File: src/rtl/permute_controller.sv
// Moore control FSM for the line permutation datapath.
// Sequences read / next-i calculation / correction / update / write per cell.
module permute_controller #(
    parameter int MAX_CELLS = 25,
    parameter int MAX_FIX   = 4
) (
    input  logic       clk,
    input  logic       rst,
    input  logic       start,
    input  logic       done,
    input  logic       sign,
    output logic       ready,
    output logic       finished,
    output logic       error,
    output logic       initLine,
    output logic       IJen,
    output logic       IJregen,
    output logic       read,
    output logic       firstread,
    output logic       writeVal,
    output logic       writeMemReg,
    output logic       isArith,
    output logic       ldTillPositive,
    output logic       waitCalNexti,
    output logic       update,
    output logic       write,
    output logic       ok,
    output logic [4:0] cell_count
);

    localparam int FW = (MAX_FIX < 2) ? 1 : $clog2(MAX_FIX + 1);

    localparam logic [3:0] IDLE   = 4'd0;
    localparam logic [3:0] INIT   = 4'd1;
    localparam logic [3:0] READ   = 4'd2;
    localparam logic [3:0] CALC   = 4'd3;
    localparam logic [3:0] FIX    = 4'd4;
    localparam logic [3:0] UPD    = 4'd5;
    localparam logic [3:0] WRITE  = 4'd6;
    localparam logic [3:0] FINISH = 4'd7;
    localparam logic [3:0] ERR    = 4'd8;

    logic [3:0]    state_q, state_d;
    logic [4:0]    cell_q, cell_d, cell_inc;
    logic [FW-1:0] fix_q, fix_d, fix_inc;
    logic          error_q, error_d;

    assign cell_inc = (cell_q == 5'd31) ? cell_q : cell_q + 5'd1;
    assign fix_inc  = fix_q + FW'(1);

    always_comb begin
        state_d = state_q;
        cell_d  = cell_q;
        fix_d   = fix_q;
        error_d = error_q;
        unique case (state_q)
            IDLE: begin
                if (start) begin
                    state_d = INIT;
                    error_d = 1'b0;
                end
            end
            INIT: begin
                cell_d  = 5'd0;
                state_d = READ;
            end
            READ: state_d = CALC;
            CALC: begin
                fix_d   = '0;
                state_d = sign ? FIX : UPD;
            end
            FIX: begin
                fix_d = fix_inc;
                if (!sign)
                    state_d = UPD;
                else if (fix_inc == FW'(MAX_FIX))
                    state_d = ERR;
            end
            UPD: state_d = WRITE;
            WRITE: begin
                cell_d = cell_inc;
                // done wins over the cell-limit abort
                if (done)
                    state_d = FINISH;
                else if (cell_inc == 5'(MAX_CELLS))
                    state_d = ERR;
                else
                    state_d = READ;
            end
            FINISH: state_d = IDLE;
            ERR:    state_d = IDLE;
            default: state_d = IDLE;
        endcase
        if (state_d == ERR)
            error_d = 1'b1;
    end

    always_ff @(posedge clk or negedge rst) begin
        if (!rst) begin
            state_q <= IDLE;
            cell_q  <= 5'd0;
            fix_q   <= '0;
            error_q <= 1'b0;
        end else begin
            state_q <= state_d;
            cell_q  <= cell_d;
            fix_q   <= fix_d;
            error_q <= error_d;
        end
    end

    always_comb begin
        ready          = 1'b0;
        finished       = 1'b0;
        initLine       = 1'b0;
        IJen           = 1'b0;
        IJregen        = 1'b0;
        read           = 1'b0;
        firstread      = 1'b0;
        writeVal       = 1'b0;
        writeMemReg    = 1'b0;
        isArith        = 1'b0;
        ldTillPositive = 1'b0;
        waitCalNexti   = 1'b0;
        update         = 1'b0;
        write          = 1'b0;
        ok             = 1'b0;
        unique case (state_q)
            IDLE: ready = 1'b1;
            INIT: begin
                initLine = 1'b1;
                IJen     = 1'b1;
                IJregen  = 1'b1;
            end
            READ: begin
                read        = 1'b1;
                writeVal    = 1'b1;
                writeMemReg = 1'b1;
                firstread   = (cell_q == 5'd0);
            end
            CALC: begin
                isArith        = 1'b1;
                ldTillPositive = 1'b1;
            end
            FIX: begin
                waitCalNexti   = 1'b1;
                ldTillPositive = 1'b1;
            end
            UPD: begin
                update  = 1'b1;
                IJregen = 1'b1;
            end
            WRITE: write = 1'b1;
            FINISH: begin
                finished = 1'b1;
                ok       = 1'b1;
            end
            default: ;
        endcase
    end

    assign error      = error_q;
    assign cell_count = cell_q;

endmodule

File: config.mk
export PLATFORM = sky130hd
export DESIGN_NAME = permute_controller
export DESIGN_NICKNAME = d
export VERILOG_FILES = /design/src/rtl/permute_controller.sv
export SDC_FILE = /design/constraint.sdc
export NUM_CORES = 1
export LEC_CHECK = 0
export BUFFER_PORTS_ARGS = -buffer_cell sky130_fd_sc_hd__buf_2
export CAP_MARGIN = 25
export CORE_MARGIN = 2
export CORE_UTILIZATION = 49
export CTS_CLUSTER_SIZE = 10
export DETAILED_ROUTE_END_ITERATION = 10
export GPL_TIMING_DRIVEN = 0
export PLACE_DENSITY = 0.75
export SLEW_MARGIN = 20
export SYNTH_ARGS = -nofsm -noshare
export SYNTH_HDL_FRONTEND = slang
export SYNTH_SLANG_ARGS = --single-unit
File: constraint.sdc
create_clock -name clk -period 1.8 [get_ports clk]
set_input_delay 0.27 -clock clk [delete_from_list [all_inputs] [get_ports clk]]
set_output_delay 0.27 -clock clk [all_outputs]
set_load 0.02 [all_outputs]
==> results of run 1 <==
repair_timing:
action | CTS | global route
hold endpoints to repair | 13 | 0
pin swaps | 4 | 3
buffers inserted | 15 | 1
cloned | 0 | 0
gates resized for setup | 16 | 14
endpoints found under the setup margin | 8 | 10
hold buffers | 1 | 0
metal layers:
layer	share of wire	global-route usage
met1	0.42	0.312
met2	0.53	0.375
met3	0.040	0.0317
met4	0.011	0.0914
met5	0	0
cell usage after synthesis, drive strengths merged, types with 2 or more instances:
master,instances
nand4,2
nor3,2
inv,5
nor2,10
o21ai,6
nand2,12
nor2b,2
buf,5
o211ai,2
a21oi,3
dfrtp,13
clkinv,2
nand2b,3
ha,4
mux2i,2
nand3b,2
or3,3
nor4,2
power breakdown:
group	internal, mW	total, mW	switching (mW)
clock	0.0857	0.178	0.0918
combinational	0.749	1.55	0.805
sequential	0.395	0.513	0.118
logic make-up after synthesis:
logic type | Yosys count | synth area share
simple gates | 45 | 0.315
compound gates | 16 | 0.118
flops | 13 | 0.380
fa+ha+maj | 4 | 0.0584
xor+xnor | 1 | 0.0102
mux | 3 | 0.0409
buf+inv | 12 | 0.0774
registers in the layout, indices dropped and copies added (netlist names):
register / count
fix_q: 3
state_q: 4
error: 1
cell_count: 5
worst paths after layout:
check	slack, ns	end	cells past startpoint	startpoint
worst max-delay path	-0.04	writeMemReg	5	state_q[0]
worst min-delay path	0.28	state_q[0]	2	sign
worst max register to register	0.12	state_q[1]	5	cell_count[0]
worst min register to register	0.52	fix_q[2]	1	fix_q[2]
max in group asynchronous	1.12	state_q[0]	2	rst
min in group asynchronous	0.43	cell_count[0]	2	rst
critical path, stage by stage (launching register included):
cell,delay [ns]
dfrtp_2,0.42
nand2b_4,0.14
or3_4,0.41
inv_1,0.10
buf_4,0.11
buf_4,0.12
area by class of cell:
class	instances	area share
Tap cell	17	0.0169
Clock buffer	4	0.0209
Multi-Input combinational cell	69	0.410
Buffer	4	0.0268
Timing Repair Buffer	42	0.238
Inverter	7	0.0268
Sequential cell	13	0.260
==> flow_summary.toml, run 1 <==
[synthesis]
synth_top_area_share = 0.380
synthTopCellsByArea = "dfrtp_1, ha_1, nand2_1"
synthCells = 94
avgSynthCellArea_sq_um = 9.12
synth.yosys.seq_area_share = 0.380
synth_top_area_cell = "dfrtp_1"
synthArstFlopShare = 1.00
ys_warn_count = 0
ys_ff_latch = 13
syn_nets = 103
synthFlopType = "dfrtp_1"
synth_cell_type_count = 38
synth_area_sq_um = 857
synth_edf_count = 0

[timing]
setup_ws_ns = -0.0412
period_minus_slack_ns = 1.84
setup_violations = 4
max_freq_mhz = 543
post-route-period-util = 1.02
holdWs_ns = 0.275
worst_slew_margin_rel = 0.770
setup_tns_ns = -0.122
skew_ns = 0.00622
worst_pin_slew_ns = 0.342
grt_setup_unrepaired = "yes"
hold_viol = 0
slew_viol_final = 0

[grt]
grt.total_usage = 0.232
antenna_found_initial = 0
grt_max_degree = 14
overflow = 0
grt_pass1_wl_um = 3510
grt_pass1_vias = 787

[clock_network]
cts-root-buf = "clkbuf_4"
clkSlewWorstSetupHoldPaths_ns = 0.08
insertion_delay_ns = 0.27
cts_buffer_depth = 2
h-tree-depth = 1
cts_tree = "done"
cts.sinks = 13
cts-buffers-inserted = 3

[pwr]
peakVddDrop_mv = 1.01
power_density_nw_per_um2 = 1780
leakagePower_nw = 0.666
power.total_mw = 2.24

[setup_path]
worst_setup_path_start_kind = "flop"
critPathCaptureType = "output pin"
criticalPathCategory = "reg2out"
required_ns = 1.53
path_max_fanout = 3
cp.arrival_ns = 1.57

[routing]
num_vias = 856
drc_errors = 0
via_per_inst = 5.49
drtIter0Drc = 12
ant_nets = 0
firstDrtPassIters = 4
drt-wirelength-per-cell_um = 14.9
routed_wl_um = 2320

[cells_and_area]
nNetsFinal = 149
diodes = 0
final_common_cell = "buf_4"
finalNonFillerCells = 156
drive_gt1_frac = 0.496
area_growth_pct = 47.0
multi_input_area_sq_um = 517
area.sequential_sq_um = 328
fin_util = 0.746
num-fill-cells = 119
final_cell_mix = "buf_4, buf_2, nand2_1, dfrtp_1"
final_cell_area_sq_um = 1260

[die]
start_util = 0.507
die_h_um = 45.8
io_pins = 26
dieArea_sq_um = 2100
die_w_um = 45.8
core_area_sq_um = 1690
fp-row-count = 15

[place]
io_buffers = 25
dpl_cell_area_sq_um = 1010
dp_hpwl_um = 1410
finalWeightedCongestion = 0.784
post-place-ws_ns = 0.0755
dp_cells = 136

[run]
maxCapViolations = 0

[min_path]
worstHoldPathType = "in2reg"

[run_status]
status = "finished with violations"
violations = "negative setup slack"
Power figures use the tool's default switching activity.
==> run 2: changes to the inputs <==
- CORE_UTILIZATION: 49 -> 40
- PLACE_DENSITY: 0.75 -> unset
==> run 2 against run 1 <==
The flow still finishes with violations (negative setup slack). Flip-flop and latch count did not move. Fmax grew 0.20%. Worst setup slack improved by 0.0037 ns. Count of clock-buffer cells in the layout stayed put. Clock skew is 0.0046 ns higher. Critical path type unchanged. Final area about the same.
==> flow_summary.toml, run 2 (synthesized netlist as in run 1, its figures left out) <==
[cells_and_area]
area_growth_pct = 46.9
largest_register_ffs = 5
diodes = 0
final_cell_mix = "buf_2, buf_4, dfrtp_1, nand2_1, buf_6"
nNetsFinal = 148
drive_gt1_frac = 0.478
final_common_cell = "buf_2"
fin_util = 0.635

[timing]
slew_viol_final = 0
hold_viol = 0
worst_pin_slew_ns = 0.332
post-route-period-util = 1.02
worst_slew_margin_rel = 0.777
skew_ns = 0.0108
setup_ws_ns = -0.0374
max_freq_mhz = 544
setup_violations = 1
period_minus_slack_ns = 1.84
grt_setup_unrepaired = "yes"

[clock_network]
insertion_delay_ns = 0.28
cts-buffers-inserted = 3
h-tree-depth = 1
cts.sinks = 13
clkSlewWorstSetupHoldPaths_ns = 0.09
cts_tree = "done"
cts_buffer_depth = 2
cts-root-buf = "clkbuf_4"

[grt]
grt.total_usage = 0.186
grt_pass1_wl_um = 3550
grt_max_degree = 14
antenna_found_initial = 0
overflow = 0
grt_pass1_vias = 794

[routing]
ant_nets = 0
drtIter0Drc = 20
num_vias = 828
via_per_inst = 5.02
drc_errors = 0
routed_wl_um = 2140
firstDrtPassIters = 4
drt-wirelength-per-cell_um = 13.0

[setup_path]
critPathCaptureType = "output pin"
criticalPathCategory = "reg2out"
regToRegStartpoint = "cell_count[0]"
path_max_fanout = 4
cp-startpoint = "state_q[3]"
required_ns = 1.53
cp.arrival_ns = 1.57
worst_setup_path_start_kind = "flop"

[pwr]
leakagePower_nw = 0.657
power_density_nw_per_um2 = 1720
power.total_mw = 2.16
peakVddDrop_mv = 0.803

[place]
dp_hpwl_um = 1350
io_buffers = 25
finalWeightedCongestion = 0.780

[die]
core_area_sq_um = 1980
fp-row-count = 16
die_w_um = 50.3
start_util = 0.432
io_pins = 26
dieArea_sq_um = 2530
die_h_um = 50.3

[run_status]
violations = "negative setup slack"
status = "finished with violations"

[run]
maxCapViolations = 0

[min_path]
worstHoldPathType = "in2reg"
min-delay-start = "sign"
[run 2: cell types whose count changed in the layout (fill, tap and decap cells not counted), sizes merged]
cell,before,now
clkinv,1,2
inv,6,5
buf,45,44
[run 2: critical path, cell delays in order (launching register included)]
cell and delay [ns]:
dfrtp_1 0.42, buf_6 0.13, or3_4 0.42, nor4_4 0.14
buf_4 0.18
[run 2: stage by stage]
| step | cell area [sq um] | setup TNS [ns] | setup WS (ns) | std cells | hold WS [ns] |
|---|---|---|---|---|---|
| 2_1_floorplan | 863 | 0 | 0.0835 | 94 | -0.0256 |
| 3_3_place_gp | 1020 | 0 | 0.108 | 146 | 0.175 |
| 3_5_place_dp | 1020 | 0 | 0.0959 | 146 | 0.179 |
| 4_1_cts | 1200 | -0.102 | -0.0622 | 161 | 0.236 |
| 5_1_grt | 1260 | -0.302 | -0.114 | 165 | 0.239 |
| 6_report | 1260 | -0.0374 | -0.0374 | 165 | 0.236 |
[run 2: timing repair]
action                     in CTS  in global routing
hold buffers                    1                  0
resized for setup              19                  9
setup buffers                  10                  4
hold endpoints to repair       13                  0
pin swaps                       6                  3
setup endpoints to repair       9                 10
[run 2: metal layers]
| layer | vias to the layer above | part of all wire | track usage |
|---|---|---|---|
| met5 | - | 0 | 0 |
| met4 | 0 | 0.0065 | 0.0676 |
| met3 | 2 | 0.032 | 0.0268 |
| met2 | 20 | 0.50 | 0.309 |
| met1 | 387 | 0.46 | 0.245 |
| li1 | 419 | - | - |
[run 2: worst paths after layout]
| kind | slack [ns] | end | cells past startpoint |
|---|---|---|---|
| setup / recovery | -0.04 | firstread | 4 |
| hold / removal | 0.24 | state_q[0] | 2 |
| setup reg to reg | 0.18 | state_q[3] | 6 |
| hold reg to reg | 0.50 | fix_q[2] | 1 |
| max in group asynchronous | 1.13 | state_q[1] | 2 |
| min in group asynchronous | 0.41 | cell_count[3] | 2 |
[run 2: area by class of cell]
cell class	count	area, sq um
fillers	181	723
multi-input cells	69	508
flip-flops and latches	13	327
repair buffers	40	280
plain buffers	5	48.8
inverters	7	35.0
well taps	27	33.8
clock buffers	4	26.3
[run 2: where the power goes]
group	leakage [nW]	switching, mW	total [mW]	internal, mW
Clock	0.0150	0.0983	0.184	0.0858
Sequential	0.169	0.128	0.522	0.393
Combinational	0.473	0.745	1.45	0.710
==> run 3: changes to the inputs <==
- TNS_END_PERCENT: unset -> 30
==> run 3 against run 2 <==
Final area is 0.89% higher. Fmax is 0.50% higher. Clock skew is 0.0014 ns lower. Flip-flop and latch count stayed put. Routed wire length is 2.3% higher. Sequential share of layout area is 0.23 points lower. Die area stayed put. The run still ends with negative setup slack left.
==> flow_summary.toml, run 3 (synthesized netlist as in run 1, its figures left out) <==
[run_status]
status = "finished with violations"
violations = "negative setup slack"

[pwr]
peakVddDrop_mv = 0.956
power_density_nw_per_um2 = 1730
leakagePower_nw = 0.665

[setup_path]
path_buf_inv = 1
path_max_fanout = 3
crit_path_max_incr_delay_ns = 0.41
regToRegStartpoint = "cell_count[0]"
cp-startpoint = "state_q[0]"
criticalPathCategory = "reg2out"
slowest_stage = "dfrtp_1"
required_ns = 1.53
worst_setup_path_start_kind = "flop"
worstPathCellList = "nand2b_4 > or3_4 > nor4_4 > buf_4"
critPathCaptureType = "output pin"
path_delay_family = "simple AND/OR/NAND/NOR gates"
cp.arrival_ns = 1.56

[timing]
setup_violations = 4
max_freq_mhz = 547
slew_viol_final = 0
post-route-period-util = 1.02
hold_viol = 0
skew_ns = 0.00936
period_minus_slack_ns = 1.83
worst_slew_margin_rel = 0.769
grt_setup_unrepaired = "yes"
worst_pin_slew_ns = 0.344
setup_ws_ns = -0.0283

[place]
dp_hpwl_um = 1350
dp_cells = 146
post-place-ws_ns = 0.0959
io_buffers = 25
finalWeightedCongestion = 0.780

[clock_network]
h-tree-depth = 1
cts.sinks = 13
cts_buffer_depth = 2
cts_tree = "done"
clkSlewWorstSetupHoldPaths_ns = 0.09
cts-root-buf = "clkbuf_4"
cts-buffers-inserted = 3
insertion_delay_ns = 0.28

[die]
die_w_um = 50.3
dieArea_sq_um = 2530
io_pins = 26
fp-row-count = 16
die_h_um = 50.3
start_util = 0.432
core_area_sq_um = 1980

[routing]
via_per_inst = 5.02
firstDrtPassIters = 4
drc_errors = 0
drt-wirelength-per-cell_um = 13.1
drtIter0Drc = 18
num_vias = 838
ant_nets = 0
routed_wl_um = 2190

[cells_and_area]
largest_register_ffs = 5
final_cell_mix = "buf_4, buf_2, dfrtp_1, nand2_1, buf_6"
drive_gt1_frac = 0.486
nNetsFinal = 150
area_growth_pct = 48.2
finalNonFillerCells = 167
diodes = 0
final_common_cell = "buf_4"
num-fill-cells = 184

[grt]
overflow = 0
antenna_found_initial = 0
grt.total_usage = 0.178
grt_max_degree = 14
grt_pass1_vias = 768
grt_pass1_wl_um = 3420

[min_path]
worstHoldPathType = "in2reg"
min-delay-start = "sign"

[run]
maxCapViolations = 0
[run 3: cell types whose count changed in the layout (fill, tap and decap cells not counted)]
cell   before  now
inv_2       2    3
buf_2      18   17
buf_6       9    8
inv_4       1    0
buf_4      17   21
[run 3: power breakdown]
| part | switching [mW] | total, mW | leakage (nW) | internal [mW] |
|---|---|---|---|---|
| combinational | 0.748 | 1.49 | 0.482 | 0.746 |
| sequential | 0.132 | 0.525 | 0.169 | 0.393 |
| clock | 0.0987 | 0.185 | 0.0150 | 0.0858 |
| total | 0.979 | 2.20 | 0.665 | 1.22 |
[run 3: stage by stage]
step           setup TNS (ns)  total power [mW]  hold WS [ns]  utilization  instance area, sq um
5_1_grt                -0.400              2.37         0.237        0.641                  1270
2_1_floorplan               0              1.30       -0.0256            -                   863
6_report              -0.0517              2.20         0.236        0.641                  1270
3_5_place_dp                0              1.59         0.179        0.516                  1020
4_1_cts                -0.115              1.99         0.236        0.589                  1170
3_3_place_gp                0              1.57         0.175        0.516                  1020
[run 3: cell type report]
cell class              count  area [sq um]  area share
plain buffers               5          45.0      0.0355
well taps                  27          33.8      0.0266
multi-input cells          69           508       0.400
flip-flops and latches     13           327       0.257
clock buffers               4          26.3      0.0207
repair buffers             42           298       0.234
inverters                   7          32.5      0.0256
[run 3: worst paths after layout]
check / slack (ns) / endpoint / depth (start not counted)
worst min register to register: 0.50 / fix_q[2] / 1
min in group asynchronous: 0.41 / state_q[0] / 2
worst max register to register: 0.19 / state_q[3] / 6
worst max-delay path: -0.03 / firstread / 4
worst min-delay path: 0.24 / state_q[0] / 2
max in group asynchronous: 1.13 / state_q[1] / 2
[run 3: repair_timing]
| action | in CTS | in global routing |
|---|---|---|
| hold endpoints to repair | 13 | 0 |
| resized for setup | 17 | 10 |
| setup endpoints to repair | 9 | 10 |
| buffers inserted | 7 | 9 |
| hold buffers | 1 | 0 |
| pin swaps | 6 | 4 |
[run 3: metal layers]
| layer | share of wire | GRT usage |
|---|---|---|
| met1 | 0.46 | 0.241 |
| met2 | 0.51 | 0.285 |
| met3 | 0.024 | 0.0268 |
| met4 | 0.0064 | 0.0676 |
| met5 | 0 | 0 |
